## config.mk

```make
export PLATFORM = sky130hd
export DESIGN_NAME = mem_wr_monitor
export DESIGN_NICKNAME = d
export VERILOG_FILES = /design/src/rtl/mem_wr_mon_pkg.sv /design/src/rtl/mem_wr_mon_fifo.sv /design/src/rtl/mem_wr_monitor.sv
export SDC_FILE = /design/constraint.sdc
export NUM_CORES = 1
export LEC_CHECK = 0
export CAP_MARGIN = 15
export CORE_UTILIZATION = 50
export DETAILED_ROUTE_END_ITERATION = 8
export MAX_ROUTING_LAYER = met4
export PLACE_DENSITY = 0.77
export SETUP_SLACK_MARGIN = 0.4
export SYNTH_ARGS = -nofsm -noshare
export SYNTH_HDL_FRONTEND = slang
export SYNTH_SLANG_ARGS = --single-unit
```

## constraint.sdc

```tcl
create_clock -name clk -period 4.2 [get_ports clk]
set_clock_uncertainty 0.15 [all_clocks]
set_input_delay 0.63 -clock clk [delete_from_list [all_inputs] [get_ports clk]]
set_output_delay 0.63 -clock clk [all_outputs]
set_load 0.02 [all_outputs]
```

## src/rtl/mem_wr_mon_pkg.sv

```systemverilog
// mem_wr_mon_pkg
// Shared types and widths for the data-memory write monitor.
//   mon_event_t : one captured write (addr, data, pc)
//   wr_state_t  : edge-detect FSM states
// Optional feature macro used by the users of this package: MEM_WR_MONITOR_PC_EN
package mem_wr_mon_pkg;

    localparam int ADDR_W = 30;
    localparam int DATA_W = 32;
    localparam int PC_W   = 32;

    typedef struct packed {
        logic [ADDR_W-1:0] addr;
        logic [DATA_W-1:0] data;
        logic [PC_W-1:0]   pc;
    } mon_event_t;

    typedef enum logic {
        ST_IDLE = 1'b0,
        ST_HELD = 1'b1
    } wr_state_t;

endpackage

```

## src/rtl/mem_wr_mon_fifo.sv

```systemverilog
// mem_wr_mon_fifo
// Synchronous capture FIFO for the write monitor. Registered storage with a
// combinational head read; no write-to-read bypass, so a push into an empty
// FIFO is visible one cycle later.
// Ports:
//   clk, rst   : clock, synchronous active-high reset (pointers cleared)
//   i_push     : write i_din this cycle
//   i_pop      : advance the head this cycle (ignored when empty)
//   i_din      : entry to store
//   o_dout     : head entry, forced to 0 while empty
//   o_empty    : no entries stored
//   o_full     : DEPTH entries stored
//   o_dropped  : push refused because the FIFO was full and not popping
// Macro: none (entry width is set by the parent through W)
module mem_wr_mon_fifo #(
    parameter int DEPTH = 4,
    parameter int W     = 62
) (
    input  logic         clk,
    input  logic         rst,
    input  logic         i_push,
    input  logic         i_pop,
    input  logic [W-1:0] i_din,
    output logic [W-1:0] o_dout,
    output logic         o_empty,
    output logic         o_full,
    output logic         o_dropped
);

    localparam int AW = $clog2(DEPTH);

    logic [W-1:0] r_mem [DEPTH];
    logic [AW:0]  r_wptr;
    logic [AW:0]  r_rptr;
    logic         w_do_push;
    logic         w_do_pop;

    // Pointers carry one extra wrap bit: equal = empty, only wrap bit differs = full.
    assign o_empty = (r_wptr == r_rptr);
    assign o_full  = (r_wptr[AW] != r_rptr[AW]) &&
                     (r_wptr[AW-1:0] == r_rptr[AW-1:0]);

    assign w_do_pop  = i_pop && !o_empty;
    // A pop in the same cycle frees the slot the push needs.
    assign w_do_push = i_push && (!o_full || w_do_pop);
    assign o_dropped = i_push && o_full && !w_do_pop;

    always_ff @(posedge clk) begin
        if (rst) begin
            r_wptr <= '0;
            r_rptr <= '0;
        end else begin
            if (w_do_push) r_wptr <= r_wptr + (AW+1)'(1);
            if (w_do_pop)  r_rptr <= r_rptr + (AW+1)'(1);
        end
    end

    // Storage is not reset; stale entries are unreachable once the pointers clear.
    always_ff @(posedge clk) begin
        if (w_do_push) r_mem[r_wptr[AW-1:0]] <= i_din;
    end

    assign o_dout = o_empty ? '0 : r_mem[r_rptr[AW-1:0]];

endmodule

```

## src/rtl/mem_wr_monitor.sv

```systemverilog
// mem_wr_monitor
// Watches the processor data-memory write port and turns each wen burst
// (wen stays high across D-cache stalls) into a single event, queued in a
// small FIFO for a downstream consumer. Also counts cycles since reset until
// the checker reports done.
// Ports:
//   clk, rst            : clock, synchronous active-high reset
//   addr, data, wen, PC : write port being monitored
//   done                : freezes the duration counter
//   ev_valid, ev_ready  : event handshake (pop on valid && ready)
//   ev_addr/data/pc     : head event fields (0 while empty)
//   duration            : saturating cycle count since reset release
//   overflow            : sticky, an event was dropped on a full FIFO
// Macro: MEM_WR_MONITOR_PC_EN -- store PC per entry; otherwise ev_pc is 0.
//
// state   | meaning
// --------+-------------------------------------------------------------
// ST_IDLE | no write in progress; wen=1 here captures a new event
// ST_HELD | inside a wen burst; wait for wen=0 before the next capture
module mem_wr_monitor
    import mem_wr_mon_pkg::*;
#(
    parameter int DEPTH = 4,
    parameter int DUR_W = 16
) (
    input  logic              clk,
    input  logic              rst,
    input  logic [29:0]       addr,
    input  logic [31:0]       data,
    input  logic              wen,
    input  logic [31:0]       PC,
    input  logic              done,
    output logic              ev_valid,
    input  logic              ev_ready,
    output logic [29:0]       ev_addr,
    output logic [31:0]       ev_data,
    output logic [31:0]       ev_pc,
    output logic [DUR_W-1:0]  duration,
    output logic              overflow
);

`ifdef MEM_WR_MONITOR_PC_EN
    localparam int ENTRY_W = ADDR_W + DATA_W + PC_W;
`else
    localparam int ENTRY_W = ADDR_W + DATA_W;
`endif

    wr_state_t          r_state;
    wr_state_t          w_state_nxt;
    logic               w_capture;
    logic               w_pop;
    logic               w_empty;
    logic               w_full;
    logic               w_dropped;
    logic [ENTRY_W-1:0] w_din;
    logic [ENTRY_W-1:0] w_dout;
    logic [DUR_W-1:0]   r_duration;
    logic               r_overflow;

    always_ff @(posedge clk) begin
        if (rst) r_state <= ST_IDLE;
        else     r_state <= w_state_nxt;
    end

    always_comb begin
        w_state_nxt = r_state;
        w_capture   = 1'b0;
        case (r_state)
            ST_IDLE: begin
                if (wen) begin
                    w_state_nxt = ST_HELD;
                    w_capture   = 1'b1;
                end
            end
            ST_HELD: begin
                if (!wen) w_state_nxt = ST_IDLE;
            end
            default: w_state_nxt = ST_IDLE;
        endcase
    end

`ifdef MEM_WR_MONITOR_PC_EN
    assign w_din = {addr, data, PC};
    assign ev_pc = w_dout[PC_W-1:0];
`else
    logic w_unused_pc;
    assign w_unused_pc = ^PC;
    assign w_din = {addr, data};
    assign ev_pc = '0;
`endif

    assign ev_addr = w_dout[ENTRY_W-1 -: ADDR_W];
    assign ev_data = w_dout[ENTRY_W-ADDR_W-1 -: DATA_W];

    assign ev_valid = !w_empty;
    assign w_pop    = ev_valid && ev_ready;

    mem_wr_mon_fifo #(
        .DEPTH (DEPTH),
        .W     (ENTRY_W)
    ) u_fifo (
        .clk       (clk),
        .rst       (rst),
        .i_push    (w_capture),
        .i_pop     (w_pop),
        .i_din     (w_din),
        .o_dout    (w_dout),
        .o_empty   (w_empty),
        .o_full    (w_full),
        .o_dropped (w_dropped)
    );

    // Full is only informative here; the FIFO already decides drops.
    logic w_unused_full;
    assign w_unused_full = w_full;

    always_ff @(posedge clk) begin
        if (rst) begin
            r_duration <= '0;
            r_overflow <= 1'b0;
        end else begin
            if (!done && (r_duration != '1))
                r_duration <= r_duration + DUR_W'(1);
            if (w_dropped)
                r_overflow <= 1'b1;
        end
    end

    assign duration = r_duration;
    assign overflow = r_overflow;

endmodule

```

### Word level (Yosys, flattened, before mapping)

Memories as Yosys holds them, arrays and structs flattened. A register that Yosys moved wholly into a read port is not among the register bits.
Index checks and enable logic that the tools add are counted.

| storage, ports and cells | value |
|---|---|
| memories kept | 1 |
| bits in writable memories | 248 |
| flip-flop bits (word level) | 24 |

| operators by class | value |
|---|---|
| eq/ne operators | 4 |
| reduce and logical (&&, ||, !) cells | 12 |
| $add $sub $neg | 3 |
| muxes and demuxes | 7 |

Memories:

| memory | depth | bits a word | read ports | clocked after Yosys merged registers in | wr ports | line | source |
|---|---|---|---|---|---|---|---|
| u_fifo.r_mem | 4 | 62 | 1 | 1 | 1 | mem_wr_mon_fifo.sv:32 | `logic [W-1:0] r_mem [DEPTH];` |

Operators with widths:

| kind | number |
|---|---|
| $mux W62 | 1 |
| $add A16 B1 Y16 const B | 1 |
| $ne A16 B16 Y1 const B | 1 |
| $logic_and A1 B1 Y1 | 7 |
| $add A3 B1 Y3 const B | 2 |
| $logic_not A1 Y1 | 4 |
| $mux W1 | 4 |
| $mux W2 | 2 |
| $eq A3 B3 Y1 | 1 |
| $eq A2 B2 Y1 | 1 |
| $logic_or A1 B1 Y1 | 1 |
| $ne A1 B1 Y1 | 1 |

### Logic depth before layout (Yosys ltp)

| logic depth | value |
|---|---|
| word-level depth | 8 |
| mapped depth | 6 |
| gate-level depth less buffers | 5 |

### Cells and area by module

A second synthesis with hierarchy kept.

| second synthesis, totals | value |
|---|---|
| cell total of the unflattened synthesis | 590 |
| area, all modules | 10995.5 um^2 |

Modules (own cells, without submodules):

| module | sequential area each (um^2) | cells an instance | area each (um^2) | times used |
|---|---|---|---|---|
| mem_wr_mon_fifo | 7607.3 | 448 | 9834.4 | 1 |
| mem_wr_monitor | 360.3 | 142 | 1161.1 | 1 |

### Least setup slack after synthesis

No wires, ideal clock.

| timing | value |
|---|---|
| kind | input to register |
| start point | input wen |
| end point | register u_fifo.r_wptr[2] |
| arrival time | 2.800 ns |
| slack | 1.046 ns |
| cell stages on the path | 4 |
| required time | 3.846 ns |
| path through | nor2b_1 o41a_1 and2_1 o21ai_0 |

| between the ends | value |
|---|---|
| word-level cells in the longest chain between the ends | 3 |

Ends and longest elaborated chain:

| element | line | source |
|---|---|---|
| from (decl) | mem_wr_monitor.sv:30 | `input logic wen,` |
| $mux W1 | mem_wr_monitor.sv:70 | `if (wen) begin` |
| $mux W1 | mem_wr_monitor.sv:68 | `case (r_state)` |
| $logic_and A1 B1 Y1 | mem_wr_mon_fifo.sv:45 | `assign w_do_push = i_push && (!o_full \|\| w_do_pop);` |
| to (signal assigned) | mem_wr_mon_fifo.sv:53 | `if (w_do_push) r_wptr <= r_wptr + (AW+1)'(1);` |
| to (decl) | mem_wr_mon_fifo.sv:33 | `logic [AW:0] r_wptr;` |

Every way passes these cells.
A chain may end at the register's enable or synchronous reset.

==> results.md <==
- The register-to-register setup slack is ~1.5 ns.
- Dividing total power by cell area gives a power density of 523.0 nW/um2.
- The share of synthesized cell area in full adder, half adder and majority cells is less than 1%.
- The type of the setup path with the least slack is reg2out.
- The measured slew at the worst slew-check pin is approximately 0.98 ns.
- The final setup TNS is 0 ns.
- Setup repair after global routing left no endpoint under its margin.
- After detailed routing, the number of vias per cell comes to between 5 and 6.
- The clock buffer count from CTS is 27.
- The maximum number of pins on one net before global-route repair is 64.
- The placeable core region is 21220 um2.
- Compared with the post-synthesis result, the final layout area differs by 24.54%.
- The register bit total from synthesis is around 270.
- The final layout contains 838 nets.
- Among all stages on the critical path, the largest delay is contributed by sky130_fd_sc_hd__dfxtp_4.
- The area of the mapped netlist is 10920 um2.
- The via count of the first global-routing pass was between 5k and 6k.
- The share of synthesized area in the top cell type comes to approximately two thirds.
- Summed over all cells, the static leakage comes to 4.371 nW.
- The final weighted congestion of routability-driven global placement is slightly above 0.8.
- The clock reaches the later pin of the worst-skew pair after just over 0.5 ns.
- The row count is 53.
- The arrival time of data at the critical path endpoint is 2.68 ns.
- The proportion of layout cells with a drive suffix above 1 is 17.13%.
- In this design, the stage delay of the slowest critical-path cell is 0.95 ns.
- The count of non-filler cells in the finished layout is about 1.0k.
- The area share of and/or/nand/nor cells after synthesis is 7.106%.
- The share of async-settable or async-resettable flops after synthesis is 0%.
- After synthesis, flip-flops and latches occupy 72.99% of the total area.
- The residual antenna-violating net count after detailed routing is 0.
- The portion of the clock cycle consumed by the worst path in the final layout is 82.41%.
- The worst slew slack as a fraction of its limit is 34.32%.
- The first detailed-routing pass took 5 iterations.
- The die extent in y is 149.8 um.
- Synthesis produced 575 cells.
- The mean instance size in the synthesized netlist is 18.99 um2.
- The quantity of hold-fixing buffers added after cts is 0.
- The data required time of the critical path is 3.42 ns.
- Subtracting the final worst setup slack from the clock period gives 3.461 ns.
- The highest clock frequency the design can meet is between 0.2 and 0.3 GHz.
- After synthesis, the largest family of logic cells by area is multiplexers.
- The number of antenna violations at the first check in global routing is 0.
- The biggest area contributor in the post-synthesis netlist is sky130_fd_sc_hd__edfxtp_1.
- The total routing resource utilization after global routing is 19.21%.
- The hold violation count in the final report was 0.
- The die covers 22430 um2.
- After legalization and detailed placement, the total HPWL measured around 12 mm.
- The count of endpoints failing setup in the final report is 0.
- The number of max-slew violations in the final report is 0.
- The routed layout has 5610 vias.
- The tool flagged a number of max-cap violations equal to 0.
- The maximum clock insertion buffer count is 3.
- The number of top-level pins is 211.
- The initial core utilization is between 50% and 60%.
- The number of remaining DRC errors is 0.
- The number of placed instances, taps included is 978.
- After clock tree synthesis, the clock-pin slew on the worst setup and hold paths is about 0.06 ns.
- For this block, the initial DRC count from the detailed router was 300.
- The number of buffers and inverters on the critical path is 1.
- The maximum fanout along the worst path is just over 60.
- The detail-routed net length per standard cell is between 20 and 25 um.
- STA classifies the critical path endpoint as a primary output.
- Sorting the synthesized cells by area gives the leading types as sky130_fd_sc_hd__edfxtp_1 68%, sky130_fd_sc_hd__mux4_2 13%, sky130_fd_sc_hd__dfxtp_1 4.8%.
- Of the post-synthesis cell area, the part taken by muxes is 13.08%.
- The filler cells instantiated in the layout total 1460.
- Yosys mapped a number of flops with a built-in enable equal to 248.
- Of the total synthesized cell area, the portion taken by XOR and XNOR cells is 0.5616%.
- The yosys synthesis warning count is 0.
- In the synthesized netlist the dominant register cell turns out to be sky130_fd_sc_hd__edfxtp_1.
- Walking the worst path, the cells encountered are mux4_2, nor2b_1, clkdlybuf4s50_1.
- TritonCTS built the clock tree.
- The commonest cells after synthesis are 248 x sky130_fd_sc_hd__edfxtp_1, 65 x sky130_fd_sc_hd__nor2b_1, 62 x sky130_fd_sc_hd__mux4_2, 33 x sky130_fd_sc_hd__buf_4, 26 x sky130_fd_sc_hd__dfxtp_1.
- The compound-cell area share of the yosys netlist is 2.166%.
- The number of gates resized after cts is 0.
- The flow ran to the end, and the final reports show no timing, DRC or antenna violations.
- The count of H-tree levels built during CTS is 1.
- From left edge to right edge, the die measures 149.8 um.
- The global-route congestion overflow total is 0.
- The total clock sinks is approximately 270.
- The first-pass GRT wire length is around 32 mm.
- The largest delay contributor family on the critical path is flip-flops.
- The number of port buffers is 146.
- The most numerous cell in the Yosys netlist is sky130_fd_sc_hd__edfxtp_1.
- The class of the tightest hold or removal check is reg2reg.
- The total inserted antenna cells is 0.
- At the end of the flow the core is filled with cells to 64.07%.
- IR analysis of the VDD net gives a maximum drop of roughly 0.28 mV.
- The startpoint type of the worst setup path is a flop.
- The final routed wirelength across all metal layers is between 20 and 25 mm.
- The library cell used as clock root buffer is sky130_fd_sc_hd__clkbuf_16.
- The count of buffers added by post-CTS timing repair for setup is 0.
- The number of different library cells used by synthesis comes to 48.
[through the flow]
step	total power, mW	area [um2]	hold WS, ns	setup slack (ns)
3_3_place_gp	4.741	12650	0.3114	1.044
6_report	7.111	13600	0.3623	0.7386
4_1_cts	7.180	13580	0.3571	0.4875
2_1_floorplan	4.107	11030	0.3346	1.046
3_5_place_dp	4.768	12650	0.3268	1.043
5_1_grt	7.399	13600	0.4109	0.5678
[cell type report]
| class | instances | area (um2) | area share (%) |
|---|---|---|---|
| inverters | 5 | 18.77 | 0.1380 |
| clock inverters | 10 | 107.6 | 0.7915 |
| clock buffers | 39 | 813.3 | 5.982 |
| repair buffers | 156 | 1624 | 11.95 |
| multi-input cells | 269 | 2713 | 19.95 |
| well taps | 275 | 344.1 | 2.531 |
| flip-flops and latches | 274 | 7975 | 58.66 |
[worst register-to-register path, stage by stage, from the launching register on]
cell	delay (ns)
sky130_fd_sc_hd__dfxtp_1	0.46
sky130_fd_sc_hd__xor2_1	0.47
sky130_fd_sc_hd__o41a_1	0.43
sky130_fd_sc_hd__and2_4	0.61
sky130_fd_sc_hd__buf_12	0.30
[per-layer routing]
metal	routed length, um	GRT usage [%]	up-vias
met3	1371	3.354	12
met5	0	-	-
met2	10560	32.48	217
met4	152	3.687	0
met1	8620	24.65	2836
li1	-	-	2545
[sequential cells by signal (all words and copies together), names as in the netlist, named ones only]
signal,count
duration,16
r_state,1
u_fifo.r_wptr,3
u_fifo.r_rptr,3
u_fifo.r_mem,248
overflow,1
[layout by cell type, fill, tap and decap left out, types with 2 or more instances in the layout]
master / Yosys / layout
sky130_fd_sc_hd__nand4_1: 4 / 4
sky130_fd_sc_hd__clkinv_2: 0 / 6
sky130_fd_sc_hd__buf_4: 33 / 3
sky130_fd_sc_hd__nor4_1: 3 / 3
sky130_fd_sc_hd__conb_1: 1 / 32
sky130_fd_sc_hd__o41ai_1: 3 / 3
sky130_fd_sc_hd__a21oi_1: 10 / 10
sky130_fd_sc_hd__nand2_1: 6 / 6
sky130_fd_sc_hd__dfxtp_4: 0 / 2
sky130_fd_sc_hd__clkbuf_16: 0 / 29
sky130_fd_sc_hd__mux4_2: 62 / 62
sky130_fd_sc_hd__and2_4: 0 / 4
sky130_fd_sc_hd__or3_1: 4 / 4
sky130_fd_sc_hd__o21a_1: 3 / 3
sky130_fd_sc_hd__xor2_1: 5 / 5
sky130_fd_sc_hd__clkbuf_1: 18 / 5
sky130_fd_sc_hd__xnor2_1: 2 / 2
sky130_fd_sc_hd__nor2b_1: 65 / 65
sky130_fd_sc_hd__bufinv_16: 0 / 2
sky130_fd_sc_hd__buf_12: 0 / 7
sky130_fd_sc_hd__clkbuf_8: 0 / 5
sky130_fd_sc_hd__o31ai_1: 5 / 5
sky130_fd_sc_hd__inv_1: 5 / 5
sky130_fd_sc_hd__or2_1: 2 / 2
sky130_fd_sc_hd__dfxtp_1: 26 / 24
sky130_fd_sc_hd__o21ai_0: 4 / 4
sky130_fd_sc_hd__ha_1: 6 / 6
sky130_fd_sc_hd__nor2_1: 10 / 10
sky130_fd_sc_hd__or4b_2: 2 / 2
sky130_fd_sc_hd__edfxtp_1: 248 / 248
sky130_fd_sc_hd__clkdlybuf4s50_1: 0 / 146
sky130_fd_sc_hd__nor3_1: 5 / 5
sky130_fd_sc_hd__o311ai_0: 2 / 2
sky130_fd_sc_hd__mux2i_1: 2 / 2
sky130_fd_sc_hd__nand3_1: 7 / 7
sky130_fd_sc_hd__or4_1: 3 / 3
[final timing paths]
| kind | start | depth (start not counted) | endpoint |
|---|---|---|---|
| worst max register to register | u_fifo.r_wptr[0]$_SDFFE_PP0P_ | 4 | u_fifo.r_mem[2][51]$_DFFE_PP_ |
| worst min-delay path | overflow$_SDFFE_PP0P_ | 2 | overflow$_SDFFE_PP0P_ |
| worst min register to register | overflow$_SDFFE_PP0P_ | 2 | overflow$_SDFFE_PP0P_ |
| worst max-delay path | flop | 3 | ev_data[19] |
[where the power goes]
group          internal, mW  switching [mW]  total, mW
clock network          1.47           0.942       2.41
logic                 0.781           0.755       1.54
registers              3.08          0.0801       3.16
total                  5.33            1.78       7.11
[kinds of logic (layout without fill, tap and decap cells)]
family,after synthesis,after routing
buffers and inverters,63,210
multiplexers,65,65
XOR/XNOR,7,7
AND/OR/NAND/NOR,125,125
other,1,32
flip-flops,274,274
AO/OA/AOI/OAI,34,34
adder cells (fa/ha/maj),6,6
(Power assumes the default switching activity.)
